==> config.mk <==
export PLATFORM = sky130hd
export DESIGN_NAME = return_stack
export DESIGN_NICKNAME = d
export VERILOG_FILES = /design/src/rtl/musa_pkg.sv /design/src/rtl/return_stack.sv
export SDC_FILE = /design/constraint.sdc
export NUM_CORES = 1
export LEC_CHECK = 0
export BUFFER_PORTS_ARGS = -buffer_cell sky130_fd_sc_hd__buf_2
export CORE_ASPECT_RATIO = 0.5
export CORE_UTILIZATION = 63
export DETAILED_ROUTE_END_ITERATION = 10
export GPL_ROUTABILITY_DRIVEN = 0
export PLACE_DENSITY_LB_ADDON = 0.12
export SLEW_MARGIN = 20
export SYNTH_ARGS = -nofsm -noshare
export SYNTH_HDL_FRONTEND = slang
export SYNTH_SLANG_ARGS = --single-unit
export TNS_END_PERCENT = 5
==> constraint.sdc <==
create_clock -name clk -period 7.1 [get_ports clk]
set_clock_uncertainty 0.15 [all_clocks]
set_input_delay 0.355 -clock clk [delete_from_list [all_inputs] [get_ports clk]]
set_output_delay 0.355 -clock clk [all_outputs]
set_load 0.1 [all_outputs]
==> src/rtl/musa_pkg.sv <==
// Shared constants for the MUSA instruction-fetch stage.
package musa_pkg;

    localparam int PC_W      = 32;
    localparam int RAS_DEPTH = 8;

endpackage

==> src/rtl/return_stack.sv <==
// Return-address stack: configurable width/depth, reject or circular overflow,
// replace-top on simultaneous push+pop, sticky error flags and a combinational top.
module return_stack
    import musa_pkg::*;
#(
    parameter int DATA_W = PC_W,
    parameter int DEPTH  = RAS_DEPTH,
    parameter bit WRAP   = 1'b0
) (
    input  logic                       clk,
    input  logic                       reset,
    input  logic                       push,
    input  logic                       pop,
    input  logic [DATA_W-1:0]          push_data,
    input  logic                       clear_err,
    output logic [DATA_W-1:0]          pop_data,
    output logic                       pop_valid,
    output logic [DATA_W-1:0]          top,
    output logic [$clog2(DEPTH+1)-1:0] count,
    output logic                       empty,
    output logic                       full,
    output logic                       overflow,
    output logic                       underflow
);

    localparam int PTR_W = $clog2(DEPTH);
    localparam int CNT_W = $clog2(DEPTH + 1);
    localparam logic [CNT_W-1:0] FULL_CNT = CNT_W'(DEPTH);

    logic [DATA_W-1:0] mem [DEPTH];
    logic [PTR_W-1:0]  ptr;
    logic [PTR_W-1:0]  ptr_m1;
    logic [DATA_W-1:0] rd_data;

    logic do_replace;
    logic do_bypass;
    logic do_push;
    logic do_pop;
    logic ovf_set;
    logic unf_set;

    // DEPTH is a power of two, so plain wrap-around gives the modulo pointer.
    assign ptr_m1  = ptr - PTR_W'(1);
    assign rd_data = mem[ptr_m1];

    assign empty = (count == '0);
    assign full  = (count == FULL_CNT);
    assign top   = empty ? '0 : rd_data;

    assign do_replace = push & pop & ~empty;
    assign do_bypass  = push & pop & empty;
    assign do_push    = push & ~pop & (~full | WRAP);
    assign do_pop     = pop & ~push & ~empty;
    assign ovf_set    = push & ~pop & full;
    assign unf_set    = pop & ~push & empty;

    // Storage has no reset; a single write port at either ptr or ptr-1.
    always_ff @(posedge clk) begin
        if (!reset) begin
            if (do_replace) begin
                mem[ptr_m1] <= push_data;
            end else if (do_push) begin
                mem[ptr] <= push_data;
            end
        end
    end

    always_ff @(posedge clk) begin
        if (reset) begin
            ptr       <= '0;
            count     <= '0;
            pop_data  <= '0;
            pop_valid <= 1'b0;
            overflow  <= 1'b0;
            underflow <= 1'b0;
        end else begin
            pop_valid <= do_replace | do_bypass | do_pop;

            if (do_replace || do_pop) begin
                pop_data <= rd_data;
            end else if (do_bypass) begin
                pop_data <= push_data;
            end

            if (do_push) begin
                ptr <= ptr + PTR_W'(1);
                if (!full) begin
                    count <= count + CNT_W'(1);
                end
            end else if (do_pop) begin
                ptr   <= ptr_m1;
                count <= count - CNT_W'(1);
            end

            // A setting event in the same cycle beats clear_err.
            overflow  <= (overflow & ~clear_err) | ovf_set;
            underflow <= (underflow & ~clear_err) | unf_set;
        end
    end

endmodule

==> flow_summary.toml <==
[sta]
post-route-period-util = 0.608
fmax_mhz = 232
rsz0062_at_grt = "false"
period_needed_ps = 4320
drv_slew = 0
setup_viol = 0
finalHoldViolations = 0
fin_tns_setup_ps = 0
worst_pin_slew_ps = 910
slew_headroom = 0.392

[run]
maxCapViolCount = 0

[synthesis]
yosysWarnings = 0
ys_ff_latch = 298
avgSynthCellArea_um2 = 18.6
synth_area_um2 = 11800
synth_cell_types = 36
synthTopCellsByArea = "edfxtp_1 (65%), mux4_2 (12%), dfxtp_1 (7.1%)"
yosys.area.top_type = "edfxtp_1"
ys_seq_area_frac = 0.723
synthCells = 634
synth-async-reset-ratio = 0
synth_top_area_frac = 0.652
synth_edf_count = 256
synth_fp_nets = 675
synthFlopType = "edfxtp_1"

[clock_network]
cts_setup_buffers = 0
htreeDepth = 1
cts_tree = "yes"
insertion_delay_ps = 520
max-clock-path-buffers = 3
cts_buffers = 25
postCtsHoldBufs = 33
cts.repair.resized = 0
clkTransAtPathRegs_ps = 70
cts_sinks = 298
clockRootBuffer = "clkbuf_16"

[critical_path]
worstPathCellList = "inv_1 > buf_4 > ha_1 > inv_2 > buf_4 > mux4_2 > mux2i_1 > nor2_1 > buf_2"
critPathBufInv = 5
start_kind = "flip-flop"
worstPathArrival_ps = 3810
critPathSlowestCell = "mux4_2"
critical-path-top-delay-family = "buffers and inverters"
path_max_fanout = 23
path_common_cell = "buf_4"
cpPeakStageDelay_ps = 540
worstSetupEndpointType = "primary output"
cp.required_ps = 6590
crit_type = "reg2out"

[drt]
drc = 0
drt-total-wl_um = 24600
num_vias = 6487
wire_per_inst_um = 23.8
via_per_inst = 6.29
drtIter0Drc = 527
drt-pass1-iter-count = 5
final_antenna_net_count = 0

[final_layout]
antenna_cells = 0
drive_gt1_frac = 0.311
final_area_um2 = 13800
final_cell_mix = "edfxtp_1 (256), buf_2 (109), mux4_2 (64)"
final_net_count = 821
layout_commonest_cell = "edfxtp_1"
area_growth_pct = 16.9

[floorplanning]
design.die.area_um2 = 19300
io_pins = 110
fp.dieH_um = 98.8
start_util = 0.662
coreArea_um2 = 17800
die_w_um = 195
rows = 34

[global_route]
grt_max_degree = 66
antenna_found_initial = 0
grt_pass1_vias = 6554
track_usage = 0.267
grt_first_pass_wirelength_um = 38000
grt-ovfl-total = 0

[place]
place_area_um2 = 12600
port_buffers = 109
dpl.hpwl_um = 13600

[run_status]
status = "complete, no violations"

[min_path]
holdCritPathClass = "in2reg"
==> synth_stat cells, drive strengths merged (6+ instances only) <==
cell	n
dfxtp	42
o22ai	13
edfxtp	256
mux4	64
nor2	48
a22oi	14
mux2i	34
clkbuf	16
nand3b	40
nand2b	6
o221ai	19
buf	26
a21oi	6
inv	7
==> logic make-up after synthesis <==
| group | share of synthesized area |
|---|---|
| AO/OA/AOI/OAI | 0.0429 |
| XOR/XNOR | 0.00371 |
| adder cells (fa/ha/maj) | 0.00424 |
| buffers and inverters | 0.0190 |
| flip-flops | 0.723 |
| multiplexers | 0.151 |
| AND/OR/NAND/NOR | 0.0560 |
==> per-stage QoR <==
stage	setup WS, ps	hold slack [ps]	util	std cells
final	2780	54.9	0.773	1032
after global routing	2520	61.0	0.773	1032
after CTS	2730	45.2	0.773	1032
after detailed placement	3320	312	0.710	954
after global placement	3340	306	0.710	954
after floorplan	2100	304	-	634
==> registers in the layout, indices dropped and copies added, names as in the netlist <==
name	flops
underflow	1
count	4
ptr	3
overflow	1
mem	256
pop_valid	1
pop_data	32
==> routing by layer <==
layer,routed length (um),global-route usage,up-vias
met1,10500,0.388,3308
met3,1720,0.0452,43
met4,534,0.0654,0
met5,0,0,-
li1,-,-,2868
met2,11800,0.431,268
==> final timing paths <==
path              slack (ps)      from  cells after the start     endpoint
setup reg to reg        3700    ptr[0]                      8  pop_data[5]
setup / recovery        2780    ptr[0]                      9       top[5]
hold reg to reg          320  overflow                      2     overflow
hold / removal            50       pop                      3    underflow
==> worst min-delay path, delay by kind of cell <==
family / cells / cell delay, ps
buffers and inverters: 1 / 170
and+or+nand+nor: 1 / 100
AOI/OAI and AO/OA: 1 / 60
==> final cells by class <==
type | count | area [um^2]
flip-flops and latches | 298 | 8530
fillers | 1000 | 4040
multi-input cells | 287 | 3110
repair buffers | 161 | 1020
clock buffers | 35 | 683
well taps | 234 | 293
clock inverters | 10 | 124
inverters | 7 | 26.3
Power is not shown: default switching activity piles up to over one toggle a cycle in this logic, so the estimate is an artifact.
